--- src/rtl/qbert_move_sequencer.sv ---
// Avalon-MM master that walks one Qbert jump through the MTL/Qbert controller register map:
// enable, jump code, start pulse, done poll, position readback and done acknowledge.
module qbert_move_sequencer #(
    parameter int READ_LATENCY = 1,
    parameter int POLL_GAP     = 16,
    parameter int POLL_MAX     = 65535,
    parameter int AUTO_ENABLE  = 1,
    parameter int POS_W        = 3
) (
    input  logic             iCLK,
    input  logic             iRST_n,
    input  logic             iCmd_valid,
    input  logic [2:0]       iCmd_jump,
    output logic             oCmd_ready,
    output logic             oDone,
    output logic             oTimeout,
    output logic [POS_W-1:0] oPosition,
    output logic [7:0]       oAvm_address,
    output logic             oAvm_write,
    output logic             oAvm_read,
    output logic [31:0]      oAvm_writedata,
    input  logic [31:0]      iAvm_readdata,
    input  logic             iAvm_waitrequest
);

    localparam logic [7:0]  ADDR_ENABLE   = 8'd0;
    localparam logic [7:0]  ADDR_JUMP     = 8'd7;
    localparam logic [7:0]  ADDR_POSITION = 8'd9;
    localparam logic [7:0]  ADDR_START    = 8'd10;
    localparam logic [7:0]  ADDR_ACK      = 8'd12;
    localparam logic [7:0]  ADDR_DONE     = 8'd13;
    localparam logic [7:0]  LAT_LAST      = 8'(READ_LATENCY - 1);
    localparam logic [7:0]  GAP_LAST      = 8'(POLL_GAP - 1);
    localparam logic [16:0] POLL_LIMIT    = 17'(POLL_MAX);

    typedef enum logic [3:0] {
        S_INIT,
        S_IDLE,
        S_WR_JUMP,
        S_WR_START,
        S_POLL_RD,
        S_POLL_WAIT,
        S_POLL_GAP,
        S_WR_STOP,
        S_RD_POS,
        S_POS_WAIT,
        S_WR_ACK,
        S_WR_ACKCLR,
        S_DONE
    } state_t;

    // Only the low three writedata bits ever carry information; the rest are tied to zero.
    typedef struct packed {
        logic       write;
        logic       read;
        logic [7:0] addr;
        logic [2:0] wdata;
    } bus_t;

    function automatic bus_t bus_wr(input logic [7:0] addr, input logic [2:0] data);
        bus_t b;
        b.write = 1'b1;
        b.read  = 1'b0;
        b.addr  = addr;
        b.wdata = data;
        return b;
    endfunction

    function automatic bus_t bus_rd(input logic [7:0] addr);
        bus_t b;
        b.write = 1'b0;
        b.read  = 1'b1;
        b.addr  = addr;
        b.wdata = 3'd0;
        return b;
    endfunction

    state_t           r_state, w_state;
    bus_t             r_bus, w_bus;
    logic [7:0]       r_cnt, w_cnt;
    logic [15:0]      r_poll, w_poll;
    logic             r_timeout, w_timeout;
    logic [POS_W-1:0] r_pos, w_pos;
    logic             r_ready;
    logic             w_accept;
    logic             w_poll_last;
    logic             w_unused;

    assign w_accept    = (r_bus.write | r_bus.read) & ~iAvm_waitrequest;
    assign w_poll_last = ({1'b0, r_poll} + 17'd1) == POLL_LIMIT;
    assign w_unused    = ^iAvm_readdata[31:POS_W];

    // NOTE: every signal gets a default before the case so no path can leave one unassigned
    // (which would infer a latch); consecutive transfers may keep the strobe high with a new address.
    always_comb begin
        w_state   = r_state;
        w_bus     = r_bus;
        w_cnt     = r_cnt;
        w_poll    = r_poll;
        w_timeout = r_timeout;
        w_pos     = r_pos;
        if (w_accept) begin
            w_bus.write = 1'b0;
            w_bus.read  = 1'b0;
        end

        case (r_state)
            S_INIT: begin
                if (!r_bus.write) begin
                    w_bus = bus_wr(ADDR_ENABLE, 3'd1);
                end else if (w_accept) begin
                    w_state = S_IDLE;
                end
            end
            S_IDLE: begin
                if (iCmd_valid && r_ready) begin
                    w_timeout = 1'b0;
                    w_poll    = 16'd0;
                    w_bus     = bus_wr(ADDR_JUMP, iCmd_jump);
                    w_state   = S_WR_JUMP;
                end
            end
            S_WR_JUMP: begin
                if (w_accept) begin
                    w_bus   = bus_wr(ADDR_START, 3'd1);
                    w_state = S_WR_START;
                end
            end
            S_WR_START: begin
                if (w_accept) begin
                    w_bus   = bus_rd(ADDR_DONE);
                    w_state = S_POLL_RD;
                end
            end
            S_POLL_RD: begin
                if (w_accept) begin
                    w_cnt   = 8'd0;
                    w_state = S_POLL_WAIT;
                end
            end
            S_POLL_WAIT: begin
                if (r_cnt != LAT_LAST) begin
                    w_cnt = r_cnt + 8'd1;
                end else if (iAvm_readdata[0]) begin
                    w_bus   = bus_wr(ADDR_START, 3'd0);
                    w_state = S_WR_STOP;
                end else if (w_poll_last) begin
                    // Give up, but still run the stop/readback/ack path so the controller is left clean.
                    w_timeout = 1'b1;
                    w_bus     = bus_wr(ADDR_START, 3'd0);
                    w_state   = S_WR_STOP;
                end else begin
                    w_poll = r_poll + 16'd1;
                    if (POLL_GAP == 0) begin
                        w_bus   = bus_rd(ADDR_DONE);
                        w_state = S_POLL_RD;
                    end else begin
                        w_cnt   = 8'd0;
                        w_state = S_POLL_GAP;
                    end
                end
            end
            S_POLL_GAP: begin
                if (r_cnt == GAP_LAST) begin
                    w_bus   = bus_rd(ADDR_DONE);
                    w_state = S_POLL_RD;
                end else begin
                    w_cnt = r_cnt + 8'd1;
                end
            end
            S_WR_STOP: begin
                if (w_accept) begin
                    w_bus   = bus_rd(ADDR_POSITION);
                    w_state = S_RD_POS;
                end
            end
            S_RD_POS: begin
                if (w_accept) begin
                    w_cnt   = 8'd0;
                    w_state = S_POS_WAIT;
                end
            end
            S_POS_WAIT: begin
                if (r_cnt != LAT_LAST) begin
                    w_cnt = r_cnt + 8'd1;
                end else begin
                    w_pos   = iAvm_readdata[POS_W-1:0];
                    w_bus   = bus_wr(ADDR_ACK, 3'd1);
                    w_state = S_WR_ACK;
                end
            end
            S_WR_ACK: begin
                if (w_accept) begin
                    w_bus   = bus_wr(ADDR_ACK, 3'd0);
                    w_state = S_WR_ACKCLR;
                end
            end
            S_WR_ACKCLR: begin
                if (w_accept) begin
                    w_state = S_DONE;
                end
            end
            S_DONE: begin
                w_state = S_IDLE;
            end
            default: begin
                w_state = S_IDLE;
            end
        endcase
    end

    // NOTE: state registers use non-blocking assignments so every flop samples pre-edge values.
    always_ff @(posedge iCLK or negedge iRST_n) begin
        if (!iRST_n) begin
            r_state   <= (AUTO_ENABLE != 0) ? S_INIT : S_IDLE;
            r_bus     <= '0;
            r_cnt     <= 8'd0;
            r_poll    <= 16'd0;
            r_timeout <= 1'b0;
            r_pos     <= '0;
            r_ready   <= 1'b0;
        end else begin
            r_state   <= w_state;
            r_bus     <= w_bus;
            r_cnt     <= w_cnt;
            r_poll    <= w_poll;
            r_timeout <= w_timeout;
            r_pos     <= w_pos;
            r_ready   <= (w_state == S_IDLE);
        end
    end

    assign oCmd_ready     = r_ready;
    assign oDone          = (r_state == S_DONE);
    assign oTimeout       = r_timeout;
    assign oPosition      = r_pos;
    assign oAvm_address   = r_bus.addr;
    assign oAvm_write     = r_bus.write;
    assign oAvm_read      = r_bus.read;
    assign oAvm_writedata = {29'd0, r_bus.wdata};

endmodule

--- config.mk ---
export PLATFORM = sky130hd
export DESIGN_NAME = qbert_move_sequencer
export DESIGN_NICKNAME = d
export VERILOG_FILES = /design/src/rtl/qbert_move_sequencer.sv
export SDC_FILE = /design/constraint.sdc
export NUM_CORES = 1
export LEC_CHECK = 0
export BUFFER_PORTS_ARGS = -buffer_cell sky130_fd_sc_hd__buf_4
export CAP_MARGIN = 20
export CORE_MARGIN = 3
export CORE_UTILIZATION = 45
export DETAILED_ROUTE_END_ITERATION = 10
export GPL_ROUTABILITY_DRIVEN = 0
export PLACE_DENSITY_LB_ADDON = 0.08
export SYNTH_ARGS = -nofsm -noshare
export SYNTH_HDL_FRONTEND = slang
export SYNTH_SLANG_ARGS = --single-unit
--- constraint.sdc ---
create_clock -name iCLK -period 4.6 [get_ports iCLK]
set_clock_uncertainty 0.05 [all_clocks]
set_input_delay 0 -clock iCLK [delete_from_list [all_inputs] [get_ports iCLK]]
set_output_delay 0 -clock iCLK [all_outputs]
set_load 0.02 [all_outputs]
## Word level (Yosys, flattened, before mapping)

Cells that the tools add are included.

| storage, ports and cells | value |
|---|---|
| bits of input ports | 39 |
| output and inout bits | 48 |
| flip-flop bits (word level) | 46 |
| logic and storage cells | 108 |

| cells by class | value |
|---|---|
| bitwise logic cells | 4 |
| reductions and logical operators | 12 |
| multiplexer cells | 46 |
| $add $sub $neg | 3 |
| eq/ne operators | 33 |

Operator list:

| kind | number |
|---|---|
| 13-bit two-way mux | 11 |
| 13-bit one-hot mux with 9 select lines | 1 |
| 16-bit two-way mux | 4 |
| 4-bit two-way mux | 13 |
| 8-bit two-way mux | 6 |
| 4-bit one-hot mux with 12 select lines | 1 |
| 16-bit one-hot mux with 2 select lines | 1 |
| 8-bit one-hot mux with 4 select lines | 1 |
| 2-bit != test, second input constant | 14 |
| 4-bit == test, second input constant | 5 |
| 16-bit by 1-bit adder with 17-bit output, second input constant | 1 |
| 17-bit by 16-bit == test with 1-bit output, second input constant | 1 |
| 16-bit by 1-bit adder with 16-bit output, second input constant | 1 |
| 4-bit by 3-bit == test with 1-bit output, second input constant | 4 |
| 11-bit AND reduction | 1 |
| 5-bit AND reduction | 2 |
| 3-bit != test, second input constant | 3 |
| 9-bit nonzero test | 1 |
| 8-bit by 1-bit adder with 8-bit output, second input constant | 1 |
| 4-bit by 1-bit == test with 1-bit output, second input constant | 2 |
| 4-bit by 2-bit == test with 1-bit output, second input constant | 2 |
| 8-bit by 4-bit == test with 1-bit output, second input constant | 1 |
| 8-bit nonzero test | 1 |
| 1-bit two-way mux | 6 |
| other kinds (13) | 14 |

## Longest topological paths before layout

| depth | value |
|---|---|
| word-level depth | 7 |
| mapped depth | 10 |
| gate-level depth less buffers | 9 |

## Worst setup path before layout

No wires, ideal clock.

| path | value |
|---|---|
| path kind | flip-flop to flip-flop |
| start | register r_cnt[0] |
| end | register r_poll[5] |
| library setup time | 0.076 ns |
| setup slack | 2.099 ns |
| required time | 4.474 ns |
| stages on the path, launching flop included | 10 |
| buffers on the path | 0 |
| period minus slack after synthesis | 2.501 ns |
| arrival time | 2.374 ns |
| cell sequence | dfrtp_1 inv_1 ha_1 nor3b_2 nand2_4 or3_1 a211o_1 a41o_1 or4_1 o21ai_1 |

| on the way | value |
|---|---|
| longest elaborated chain between the ends | 3 |

Ends and longest elaborated chain:

| element | line | source |
|---|---|---|
| start, declared | 80 | `logic [7:0] r_cnt, w_cnt;` |
| start signal, assigned | 225 | `r_cnt <= w_cnt;` |
| 8-bit nonzero test | 142 | `if (r_cnt != LAT_LAST) begin` |
| 2-bit != test (no line) | - |  |
| 5-bit AND reduction (no line) | - |  |
| end signal, assigned | 226 | `r_poll <= w_poll;` |
| end, declared | 81 | `logic [15:0] r_poll, w_poll;` |

No other way between the ends.
A chain may end at the register's enable or synchronous reset.

## Worst setup path in the final report

| path | value |
|---|---|
| start | register r_poll[2] |
| end | register r_bus (netlist bit oAvm_address[1]) |

| on the way | value |
|---|---|
| longest elaborated chain between the ends | 4 |

Ends and longest elaborated chain:

| element | line | source |
|---|---|---|
| 16-bit by 1-bit adder with 17-bit output | 90 | `assign w_poll_last = ({1'b0, r_poll} + 17'd1) == POLL_LIMIT;` |
| 17-bit by 16-bit == test with 1-bit output | 90 |  |
| 3-bit != test (no line) | - |  |
| 11-bit AND reduction (no line) | - |  |
| end signal, assigned | 224 | `r_bus <= w_bus;` |
| end, declared | 79 | `bus_t r_bus, w_bus;` |

No other way between the ends.

==> insert_results.sql <==
INSERT INTO impl_metrics (metric_group, metric, value, unit) VALUES
('die', 'core.rowCount', '29', ''),
('final_layout', 'mostFrequentLayoutCells', 'sky130_fd_sc_hd__dfrtp_1 (42), sky130_fd_sc_hd__nand2_1 (35), sky130_fd_sc_hd__conb_1 (33)', ''),
('synthesis', 'async_reset_ff_frac', '1.00', ''),
('timing', 'fin_worst_hold_slack', '0.0821', 'ns'),
('synthesis', 'synth_cells', '380', ''),
('power_and_ir_drop', 'max-vdd-ir-drop', '289', 'uV'),
('critical_path', 'r2r_setup_slack', '1.45', 'ns'),
('critical_path', 'critical_path.max_fanout', '11', ''),
('critical_path', 'max_stage_delay', '0.60', 'ns'),
('die', 'floorplan_die_height', '88.9', 'um'),
('final_layout', 'antennaDiodeCount', '0', ''),
('route', 'routed-via-count', '2713', ''),
('timing', 'setup_viol', '0', ''),
('synthesis', 'yosys_cell_types', '61', ''),
('final_layout', 'nNetsFinal', '439', ''),
('critical_path', 'worstPathCellList', 'nand4_1 -> or4_1 -> a21boi_0 -> and3_1 -> o31ai_1 -> a2111o_1', ''),
('timing', 'setup_tns', '0', 'ns'),
('timing', 'fin_crit_sh', '0.684', ''),
('final_layout', 'final_common_cell', 'sky130_fd_sc_hd__dfrtp_1', ''),
('timing', 'fmax', '318', 'MHz'),
('die', 'design.portCount', '87', ''),
('die', 'die_ar', '7910', 'um2'),
('route', 'final_antenna_violating_net_count', '0', ''),
('critical_path', 'timing_worst_setup_path_type', 'flop to flop', ''),
('flow_run', 'timing.max_cap.violations', '0', ''),
('grt', 'grt_use_total', '0.203', ''),
('clock_network', 'cts-buffers-inserted', '5', ''),
('grt', 'antenna_found_initial', '0', ''),
('grt', 'layer_with_the_highest_usage_after_global_routing', 'met2', ''),
('grt', 'maximum_number_of_pins_on_one_net_before_global_route_repair', '43', ''),
('route', 'wl_per_cell', '15.7', 'um'),
('power_and_ir_drop', 'switching_share', '0.442', ''),
('placed_design', 'numPlacedInstances', '459', ''),
('route', 'post-route-drc-count', '0', ''),
('synthesis', 'ys_warn_count', '0', ''),
('clock_network', 'cts_num_sinks', '42', ''),
('clock_network', 'cts_tree', 'built', ''),
('power_and_ir_drop', 'power.sequential.fraction', '0.402', ''),
('final_layout', 'drive_above_1_share', '0.123', ''),
('synthesis', 'synth_enable_flop_cells', '0', ''),
('grt', 'grt.overflow.total', '0', ''),
('power_and_ir_drop', 'net-switching-power', '826', 'uW'),
('route', 'routed_wl', '7450', 'um'),
('route', 'dr.pass1.iters', '4', ''),
('grt', 'first_pass_grt_wire_length', '12800', 'um'),
('synthesis', 'seq_area_frac_synth', '0.340', ''),
('power_and_ir_drop', 'leakage_power_total', '1.56', 'nW'),
('grt', 'grt_use_met3', '0.0249', ''),
('route', 'vias_per_cell', '5.72', ''),
('clock_network', 'post_cts_buffers', '0', ''),
('clock_network', 'clock_latency', '0.30', 'ns'),
('die', 'design.core.area', '6490', 'um2'),
('final_layout', 'final_cells', '474', ''),
('placed_design', 'dp_hpwl', '5250', 'um'),
('clock_network', 'cts_buffer_depth', '2', ''),
('route', 'initialDrtViolationCount', '112', ''),
('timing', 'report.final.slew_viol_count', '0', ''),
('clock_network', 'post_cts_resized', '0', ''),
('clock_network', 'register_clock_pin_slew_on_the_reported_worst_setup_and_hold_paths', '0.08', 'ns'),
('grt', 'groute.layer.met2.usage', '0.337', ''),
('critical_path', 'critical_path.slowest_cell', 'sky130_fd_sc_hd__or4_1', ''),
('grt', 'grt_util_met1', '0.280', ''),
('min_path', 'timing.hold.worst.class', 'input pin to flop', ''),
('critical_path', 'crit_arrival', '3.28', 'ns'),
('run_status', 'run_status', 'finished clean', ''),
('clock_network', 'cts_h_tree_depth', '2', ''),
('clock_network', 'cts_hold_buffers', '7', ''),
('grt', 'number_of_global_route_vias_before_repair', '2585', ''),
('die', 'die_width', '88.9', 'um'),
('critical_path', 'critical_path_required', '4.73', 'ns'),
('final_layout', 'area_delta_synth_final', '8.93', '%');
-- per-layer routing --
metal	part of all wire	wire [um]
met5	0	0
met4	0.016	121
met3	0.035	258
met2	0.48	3550
met1	0.47	3520
-- worst max-delay path: cells and delay by family (launching register included) --
family / cells / cell delay [ns]
flip-flops: 1 / 0.51
AND/OR/NAND/NOR: 3 / 1.46
AO/OA/AOI/OAI: 3 / 1.00
-- worst paths after layout --
path | depth (start not counted) | to | from
setup / recovery | 6 | oAvm_address[1] | r_poll[2]
hold / removal | 4 | oAvm_write | iAvm_waitrequest
setup reg to reg | 6 | oAvm_address[1] | r_poll[2]
hold reg to reg | 1 | oAvm_address[2] | oAvm_address[2]
max in group asynchronous | 2 | oAvm_write | iRST_n
min in group asynchronous | 2 | r_poll[3] | iRST_n
-- layout make-up --
cell class                      count  area (um2)
Clock buffer                        6        82.6
Clock inverter                      2        60.1
Fill cell                         648        3120
Inverter                           10        37.5
Multi-Input combinational cell    306        1790
Sequential cell                    42        1050
Tap cell                           77        96.3
Timing Repair Buffer               31         250
-- power by group through the flow --
stage	logic (mW)	registers [mW]	clock network (mW)
finish	0.752	0.751	0.365
global route	0.853	0.786	0.392
CTS	0.753	0.746	0.376
detailed placement	0.747	0.752	0
global placement	0.736	0.751	0
floorplan	0.657	0.651	0
-- through the flow --
stage / utilization / setup WS [ns] / area, um2
global placement: 0.486 / 1.52 / 3160
global route: 0.519 / 1.18 / 3370
finish: 0.519 / 1.45 / 3370
CTS: 0.519 / 1.46 / 3370
floorplan: - / 2.10 / 3220
detailed placement: 0.486 / 1.48 / 3160
-- flip-flops by register name (all words and copies together) (netlist names) --
register,cells
oAvm_address,4
oAvm_read,1
oAvm_write,1
oAvm_writedata,3
oCmd_ready,1
oPosition,3
oTimeout,1
r_cnt,8
r_poll,16
r_state,4
-- cell families (layout without fill, tap and decap cells) --
logic type	count (synthesis)	after routing	share of synthesized area
xor gates and xnor gates	7	7	0.0198
adders and majority gates	4	4	0.0162
muxes	6	6	0.0214
AOI/OAI and AO/OA	98	98	0.213
other	1	33	0.00121
and+or+nand+nor	158	158	0.269
DFF	42	42	0.340
buffers and inverters	64	49	0.120
-- synthesized netlist by cell type, types with 5 or more instances --
master,n,area (um2)
sky130_fd_sc_hd__buf_2,5,25.0
sky130_fd_sc_hd__or4_1,6,45.0
sky130_fd_sc_hd__nand4_1,9,56.3
sky130_fd_sc_hd__nand3_1,18,90.1
sky130_fd_sc_hd__o31ai_1,7,52.6
sky130_fd_sc_hd__a21oi_1,19,95.1
sky130_fd_sc_hd__nand2_1,35,131
sky130_fd_sc_hd__nor2_1,30,113
sky130_fd_sc_hd__dfrtp_1,42,1050
sky130_fd_sc_hd__nor4_1,5,31.3
sky130_fd_sc_hd__mux2_2,5,56.3
sky130_fd_sc_hd__nor3_1,17,85.1
sky130_fd_sc_hd__inv_1,10,37.5
sky130_fd_sc_hd__clkbuf_1,15,56.3
sky130_fd_sc_hd__or3_1,5,31.3
sky130_fd_sc_hd__xor2_1,5,43.8
sky130_fd_sc_hd__o21ai_0,28,140
sky130_fd_sc_hd__nand2b_1,10,62.6
sky130_fd_sc_hd__buf_4,33,248
Note: power is estimated with default switching activity, not from simulation.
